==> src/rtl/mips_pkg.sv <==
// mips_pkg: shared widths, opcodes and fetch-state encoding for the MIPS pipeline
package mips_pkg;
  localparam int NB_INSTR = 32;
  localparam logic [5:0] HALT_OP = 6'b111111;
  localparam logic [NB_INSTR-1:0] NOP = 32'h0;
  typedef enum logic [1:0] {LOAD = 2'd0, RUN = 2'd1, HALTED = 2'd2} fetch_state_t;
  function automatic logic is_halt(input logic [NB_INSTR-1:0] w);
    return w[NB_INSTR-1 -: 6] == HALT_OP;
  endfunction
endpackage

==> src/rtl/instruction_fetch_if.sv <==
// instruction_fetch_if: control, load and IF/ID signals between the fetch stage and its neighbours
// inputs to fetch: enable, stall_i, flush_i, load_en_i, load_data_i, pc_i
// outputs from fetch: instr_o, pc_plus4_o, valid_o, pc_enable_o, load_done_o, halt_o
interface instruction_fetch_if import mips_pkg::*; #(parameter int NB_ADDR = 7);
  logic enable;
  logic stall_i;
  logic flush_i;
  logic load_en_i;
  logic [NB_INSTR-1:0] load_data_i;
  logic [NB_ADDR-1:0] pc_i;
  logic [NB_INSTR-1:0] instr_o;
  logic [NB_ADDR-1:0] pc_plus4_o;
  logic valid_o;
  logic pc_enable_o;
  logic load_done_o;
  logic halt_o;
  modport master (
    output enable, stall_i, flush_i, load_en_i, load_data_i, pc_i,
    input instr_o, pc_plus4_o, valid_o, pc_enable_o, load_done_o, halt_o
  );
  modport slave (
    input enable, stall_i, flush_i, load_en_i, load_data_i, pc_i,
    output instr_o, pc_plus4_o, valid_o, pc_enable_o, load_done_o, halt_o
  );
endinterface

==> src/rtl/instr_mem.sv <==
// instr_mem: instruction word array, synchronous write port, asynchronous read port
// ports: clock, we/waddr/wdata (write), raddr/rdata (combinational read)
module instr_mem import mips_pkg::*; #(parameter int AW = 5) (
  input  logic clock,
  input  logic we,
  input  logic [AW-1:0] waddr,
  input  logic [NB_INSTR-1:0] wdata,
  input  logic [AW-1:0] raddr,
  output logic [NB_INSTR-1:0] rdata
);
  logic [NB_INSTR-1:0] mem [2**AW];
  always_ff @(posedge clock)
    if (we) mem[waddr] <= wdata;
  assign rdata = mem[raddr];
endmodule

==> src/rtl/instruction_fetch.sv <==
// instruction_fetch: IF stage with preloadable instruction memory, IF/ID latch and PC enable
// ports: clock, reset (async, active-high), bus (instruction_fetch_if.slave)
module instruction_fetch import mips_pkg::*; #(parameter int NB_ADDR = 7) (
  input logic clock,
  input logic reset,
  instruction_fetch_if.slave bus
);
  localparam int AW = NB_ADDR - 2;
  localparam logic [1:0] S_LOAD = LOAD;
  localparam logic [1:0] S_RUN = RUN;
  localparam logic [1:0] S_HALT = HALTED;
  logic [1:0] state_q, state_d;
  logic [AW-1:0] wr_ptr_q, wr_ptr_d;
  logic [NB_INSTR-1:0] instr_q, instr_d, rd_word;
  logic [NB_ADDR-1:0] pc4_q, pc4_d;
  logic valid_q, valid_d, done_q, done_d, halt_q, halt_d;
  logic mem_we, load_last, flush, fetch, fetch_halt;
  logic unused_pc;
  assign unused_pc = ^bus.pc_i[1:0];
  assign mem_we = state_q == S_LOAD && bus.load_en_i;
  assign flush = state_q == S_RUN && bus.flush_i;
  assign fetch = state_q == S_RUN && !bus.flush_i && !bus.stall_i && bus.enable;
  instr_mem #(.AW(AW)) u_mem (
    .clock(clock),
    .we(mem_we),
    .waddr(wr_ptr_q),
    .wdata(bus.load_data_i),
    .raddr(bus.pc_i[NB_ADDR-1:2]),
    .rdata(rd_word)
  );
  // loading stops at a HALT word or at the last slot; the pointer never wraps
  always_comb begin
    load_last = mem_we && (is_halt(bus.load_data_i) || &wr_ptr_q);
    fetch_halt = fetch && is_halt(rd_word);
    wr_ptr_d = mem_we && !(&wr_ptr_q) ? wr_ptr_q + 1'b1 : wr_ptr_q;
    done_d = done_q | load_last;
    instr_d = flush ? NOP : fetch ? rd_word : instr_q;
    valid_d = flush ? 1'b0 : fetch ? 1'b1 : valid_q;
    pc4_d = fetch ? bus.pc_i + NB_ADDR'(4) : pc4_q;
    halt_d = halt_q | fetch_halt;
    state_d = load_last ? S_RUN : fetch_halt ? S_HALT : state_q;
  end
  always_ff @(posedge clock or posedge reset)
    if (reset) begin
      state_q <= S_LOAD;
      wr_ptr_q <= '0;
      instr_q <= NOP;
      pc4_q <= '0;
      valid_q <= 1'b0;
      done_q <= 1'b0;
      halt_q <= 1'b0;
    end else begin
      state_q <= state_d;
      wr_ptr_q <= wr_ptr_d;
      instr_q <= instr_d;
      pc4_q <= pc4_d;
      valid_q <= valid_d;
      done_q <= done_d;
      halt_q <= halt_d;
    end
  assign bus.instr_o = instr_q;
  assign bus.pc_plus4_o = pc4_q;
  assign bus.valid_o = valid_q;
  assign bus.load_done_o = done_q;
  assign bus.halt_o = halt_q;
  assign bus.pc_enable_o = state_q == S_RUN && bus.enable && !bus.stall_i && !halt_q;
endmodule

==> src/flat_wrapper.sv <==
// flat-port wrapper written by rule: the top's interface ports become plain ports
module instruction_fetch_flat import mips_pkg::*;
#(parameter int NB_ADDR = 7)
  (clock, reset, bus_enable, bus_stall_i, bus_flush_i, bus_load_en_i, bus_load_data_i, bus_pc_i, bus_instr_o, bus_pc_plus4_o, bus_valid_o, bus_pc_enable_o, bus_load_done_o, bus_halt_o);
  instruction_fetch_if #(.NB_ADDR(NB_ADDR)) bus_i ();
  input logic clock;
  input logic reset;
  input wire logic [$bits(bus_i.enable)-1:0] bus_enable;
  input wire logic [$bits(bus_i.stall_i)-1:0] bus_stall_i;
  input wire logic [$bits(bus_i.flush_i)-1:0] bus_flush_i;
  input wire logic [$bits(bus_i.load_en_i)-1:0] bus_load_en_i;
  input wire logic [$bits(bus_i.load_data_i)-1:0] bus_load_data_i;
  input wire logic [$bits(bus_i.pc_i)-1:0] bus_pc_i;
  output wire logic [$bits(bus_i.instr_o)-1:0] bus_instr_o;
  output wire logic [$bits(bus_i.pc_plus4_o)-1:0] bus_pc_plus4_o;
  output wire logic [$bits(bus_i.valid_o)-1:0] bus_valid_o;
  output wire logic [$bits(bus_i.pc_enable_o)-1:0] bus_pc_enable_o;
  output wire logic [$bits(bus_i.load_done_o)-1:0] bus_load_done_o;
  output wire logic [$bits(bus_i.halt_o)-1:0] bus_halt_o;
  assign bus_i.enable = bus_enable;
  assign bus_i.stall_i = bus_stall_i;
  assign bus_i.flush_i = bus_flush_i;
  assign bus_i.load_en_i = bus_load_en_i;
  assign bus_i.load_data_i = bus_load_data_i;
  assign bus_i.pc_i = bus_pc_i;
  assign bus_instr_o = bus_i.instr_o;
  assign bus_pc_plus4_o = bus_i.pc_plus4_o;
  assign bus_valid_o = bus_i.valid_o;
  assign bus_pc_enable_o = bus_i.pc_enable_o;
  assign bus_load_done_o = bus_i.load_done_o;
  assign bus_halt_o = bus_i.halt_o;
  instruction_fetch #(.NB_ADDR(NB_ADDR)) u_core (.clock(clock), .reset(reset), .bus(bus_i));
endmodule
==> config.mk <==
export PLATFORM = sky130hd
export DESIGN_NAME = instruction_fetch_flat
export DESIGN_NICKNAME = d
export VERILOG_FILES = /design/src/rtl/mips_pkg.sv /design/src/rtl/instruction_fetch_if.sv /design/src/rtl/instr_mem.sv /design/src/rtl/instruction_fetch.sv /design/src/flat_wrapper.sv
export SDC_FILE = /design/constraint.sdc
export NUM_CORES = 1
export LEC_CHECK = 0
export BUFFER_PORTS_ARGS = -buffer_cell sky130_fd_sc_hd__buf_2
export CAP_MARGIN = 20
export CORE_MARGIN = 5
export CORE_UTILIZATION = 61
export CTS_CLUSTER_SIZE = 14
export DETAILED_ROUTE_END_ITERATION = 6
export PLACE_DENSITY_LB_ADDON = 0.25
export SLEW_MARGIN = 20
export SYNTH_ARGS = -nofsm -noshare
export SYNTH_HDL_FRONTEND = slang
export SYNTH_SLANG_ARGS = --single-unit
==> constraint.sdc <==
create_clock -name clock -period 4.4 [get_ports clock]
set_input_delay 0.66 -clock clock [delete_from_list [all_inputs] [get_ports clock]]
set_output_delay 0.66 -clock clock [all_outputs]
set_load 0.03 [all_outputs]
==> impl_metrics.prom <==
# TYPE chip_impl_metric gauge
chip_impl_metric{name="number_of_synthesized_flops_with_an_enable_pin",unit=""} 1024
chip_impl_metric{name="grt_first_pass_wirelength",unit="µm"} 135000
chip_impl_metric{name="finClkSkew",unit="ns"} 0.0177
chip_impl_metric{name="floorplan.initialDensity",unit="%"} 61.2
chip_impl_info{name="synthTopCellsByArea",value="edfxtp_1, mux4_2, dfrtp_1"} 1
chip_impl_metric{name="path_clk_slew",unit="ns"} 0.06
chip_impl_info{name="crit_type",value="in2reg"} 1
chip_impl_metric{name="fin_crit_sh",unit="%"} 63.9
chip_impl_metric{name="cts_post_setup_buffers_inserted",unit=""} 0
chip_impl_metric{name="grt_use_total",unit="%"} 26.1
chip_impl_info{name="layout_commonest_cell",value="edfxtp_1"} 1
chip_impl_metric{name="detailed_route_via_count",unit=""} 19300
chip_impl_info{name="startpoint",value="bus_pc_i[2]"} 1
chip_impl_metric{name="cap_violations",unit=""} 0
chip_impl_metric{name="synth-async-reset-ratio",unit="%"} 4.57
chip_impl_metric{name="yosys_register_bits",unit=""} 1073
chip_impl_metric{name="drc",unit=""} 0
chip_impl_metric{name="final_net_count",unit=""} 1978
chip_impl_metric{name="cts-root-to-sink-buffers",unit=""} 3
chip_impl_metric{name="initialDrtViolationCount",unit=""} 2303
chip_impl_metric{name="slew_headroom",unit="%"} 26.4
chip_impl_metric{name="die_height",unit="µm"} 269
chip_impl_info{name="cts_root_buf",value="clkbuf_16"} 1
chip_impl_metric{name="detailed_place_hpwl",unit="µm"} 55800
chip_impl_metric{name="ctsHoldBuffers",unit=""} 0
chip_impl_info{name="timing.critical_path.from_type",value="input port"} 1
chip_impl_metric{name="htree_levels",unit=""} 3
chip_impl_metric{name="postSynthNetCount",unit=""} 1802
chip_impl_metric{name="synth_cell_types",unit=""} 43
chip_impl_metric{name="cp.arrival",unit="ns"} 3.30
chip_impl_metric{name="tightest_slew",unit="ns"} 1.10
chip_impl_metric{name="detailedRoute.firstPassIterationCount",unit=""} 6
chip_impl_info{name="r2r_start",value="u_core.state_q[0]"} 1
chip_impl_metric{name="die_outline_area",unit="µm²"} 72300
chip_impl_info{name="cpMaxStageDelayCell",value="buf_8"} 1
chip_impl_metric{name="gp_congestion",unit=""} 0.791
chip_impl_metric{name="drv_slew",unit=""} 0
chip_impl_info{name="outcome",value="finished, final reports clean"} 1
chip_impl_metric{name="num_rows",unit=""} 95
chip_impl_info{name="synth_area_leader_cell",value="edfxtp_1"} 1
chip_impl_metric{name="worst-r2r-cell-count",unit=""} 6
chip_impl_metric{name="post_cts_resize_count",unit=""} 0
chip_impl_metric{name="max_freq",unit="MHz"} 355
chip_impl_metric{name="drt-vias-per-instance",unit=""} 6.68
chip_impl_metric{name="layout-drive-gt1-share",unit="%"} 31.9
chip_impl_metric{name="total_leakage_power",unit="nW"} 15.0
chip_impl_metric{name="globalRouteOverflowTotal",unit=""} 0
chip_impl_metric{name="area_delta_synth_final",unit="%"} 13.3
chip_impl_metric{name="post-synth-top-area-fraction",unit="%"} 75.2
chip_impl_metric{name="max_stage_delay",unit="ns"} 0.54
chip_impl_metric{name="antenna_found_initial",unit=""} 3
chip_impl_metric{name="cts_buffers",unit=""} 102
chip_impl_metric{name="coreArea",unit="µm²"} 66800
chip_impl_info{name="layout_common_cells",value="edfxtp_1, mux4_2, clkbuf_16"} 1
chip_impl_metric{name="layout.core_utilization",unit="%"} 69.4
chip_impl_info{name="critical_path.cell_chain",value="buf_8 -> buf_4 -> buf_4 -> mux4_2 -> mux4_2 -> mux2i_1 -> o21ai_1"} 1
chip_impl_metric{name="port_buffers",unit=""} 87
chip_impl_metric{name="mappedNetlistArea",unit="µm²"} 40900
chip_impl_metric{name="grt_start_max_net_pins",unit=""} 97
chip_impl_metric{name="avgRoutedWirePerCell",unit="µm"} 32.3
chip_impl_metric{name="number_of_global_route_vias_before_repair",unit=""} 19400
chip_impl_metric{name="fp.dieW",unit="µm"} 269
chip_impl_metric{name="n_fill_cell",unit=""} 3921
chip_impl_metric{name="shortest_period_the_worst_path_allows",unit="ns"} 2.81
chip_impl_info{name="hold_path.class",value="in2async"} 1
chip_impl_metric{name="synth.avg_cell_area",unit="µm²"} 23.4
chip_impl_metric{name="hold_ws",unit="ns"} 0.123
chip_impl_metric{name="finalWirelength",unit="µm"} 93100
chip_impl_info{name="tritoncts",value="done"} 1
chip_impl_metric{name="cellPowerDensity",unit="nW/µm²"} 460
chip_impl_metric{name="synthesis.yosys.warnings",unit=""} 0
chip_impl_info{name="timing.critical_path.to_type",value="flip-flop"} 1
chip_impl_metric{name="timing.setup.tns",unit="ns"} 0
chip_impl_info{name="unrepaired_setup_endpoints_after_global_routing",value="no"} 1
chip_impl_metric{name="boundaryPins",unit=""} 88
chip_impl_metric{name="report.final.hold_viol_count",unit=""} 0
chip_impl_info{name="worstSetupEndpoint",value="u_core.bus.instr_o[12]"} 1
chip_impl_metric{name="reg2reg_slack",unit="ns"} 1.65
chip_impl_info{name="reg_to_reg_endpoint",value="u_core.state_q[0]"} 1
chip_impl_metric{name="yosysSeqAreaShare",unit="%"} 78.2
chip_impl_metric{name="clk_latency",unit="ns"} 0.66
chip_impl_metric{name="postRouteAntennaNets",unit=""} 0
chip_impl_metric{name="clkSinkCount",unit=""} 1073
chip_impl_metric{name="number_of_setup_violations_in_the_final_report",unit=""} 0
chip_impl_info{name="synthFlopType",value="edfxtp_1"} 1
chip_impl_metric{name="max-vdd-ir-drop",unit="mV"} 0.289
chip_impl_metric{name="cp.required",unit="ns"} 4.89
chip_impl_metric{name="crit_fanout",unit=""} 68
chip_impl_metric{name="syn_inst",unit=""} 1751
-- per-stage QoR --
| stage | std cells | power (W) | setup slack [ns] | cell area, µm² |
|---|---|---|---|---|
| 2_1_floorplan | 1751 | 0.0123 | 1.26 | 40900 |
| 3_3_place_gp | 2695 | 0.0129 | 0.855 | 43000 |
| 3_5_place_dp | 2696 | 0.0129 | 0.843 | 43100 |
| 4_1_cts | 2883 | 0.0214 | 1.53 | 46300 |
| 5_1_grt | 2885 | 0.0220 | 1.34 | 46300 |
| 6_report | 2886 | 0.0213 | 1.59 | 46300 |
-- sequential cells by signal, summed over array words and instances, names as in the netlist --
signal                  cells
u_core.state_q              2
u_core.wr_ptr_q             5
u_core.bus.valid_o          1
u_core.bus.instr_o         32
u_core.bus.load_done_o      1
u_core.u_mem.mem         1024
u_core.bus.pc_plus4_o       7
u_core.bus.halt_o           1
-- worst min-delay path by stage --
stage / start / to / slack, ns / cells after the start
floorplan: u_core.state_q[1] / u_core.state_q[1] / 0.47 / 1
global route: reset / u_core.bus.instr_o[19] / 0.14 / 2
global placement: u_core.bus.pc_plus4_o[1] / u_core.bus.pc_plus4_o[1] / 0.45 / 2
detailed placement: u_core.bus.load_done_o / u_core.bus.load_done_o / 0.45 / 1
finish: reset / u_core.bus.instr_o[19] / 0.12 / 2
CTS: reset / u_core.bus.instr_o[19] / 0.11 / 2
-- area by class of cell --
type	count	area [µm²]	area share, %
Timing Repair Buffer	162	1270	2.73
Multi-Input combinational cell	582	8690	18.8
Clock inverter	48	465	1.00
Antenna cell	3	7.51	0.0162
Sequential cell	1073	32000	69.0
Clock buffer	139	2820	6.09
Inverter	6	25.0	0.0540
Tap cell	873	1090	2.36
-- per-layer routing --
| metal | vias to the layer above | wire, µm | GRT usage, % |
|---|---|---|---|
| li1 | 7772 | - | - |
| met1 | 10300 | 37000 | 39.7 |
| met2 | 1110 | 44000 | 39.2 |
| met3 | 99 | 10500 | 7.57 |
| met4 | 0 | 1630 | 5.81 |
| met5 | - | 0 | 0 |
-- kinds of logic after synthesis --
kind of cell / count (synthesis) / synth area share (%)
flip-flops: 1073 / 78.2
multiplexers: 357 / 17.6
AND/OR/NAND/NOR: 129 / 1.42
buffers and inverters: 96 / 1.16
AO/OA/AOI/OAI: 84 / 1.35
XOR/XNOR: 6 / 0.129
adder cells (fa/ha/maj): 6 / 0.184
-- critical path, delay by kind of cell --
| kind | cells | cell delay [ns] |
|---|---|---|
| mux | 3 | 1.18 |
| compound gates | 1 | 0.07 |
| buf+inv | 3 | 1.28 |
-- synth_stat cells, drive strengths merged, types with 2 or more instances --
master	n
and2	2
buf	62
edfxtp	1024
ha	6
o21ai	34
nand4	7
inv	6
a22oi	14
dfrtp	49
clkbuf	28
xor2	2
a21oi	6
mux4	288
nand2	53
mux2i	66
a22o	6
nand3b	5
or3b	2
mux2	3
o21bai	2
nand3	8
xnor2	4
o221ai	5
nor2b	6
nor2	41
o22ai	5
a211oi	7
-- power by group --
part	internal (W)	switching, W
logic	0.000478	0.000875
registers	0.0113	0.0000879
clock network	0.00491	0.00367
Note: power is estimated with default switching activity, not from simulation.
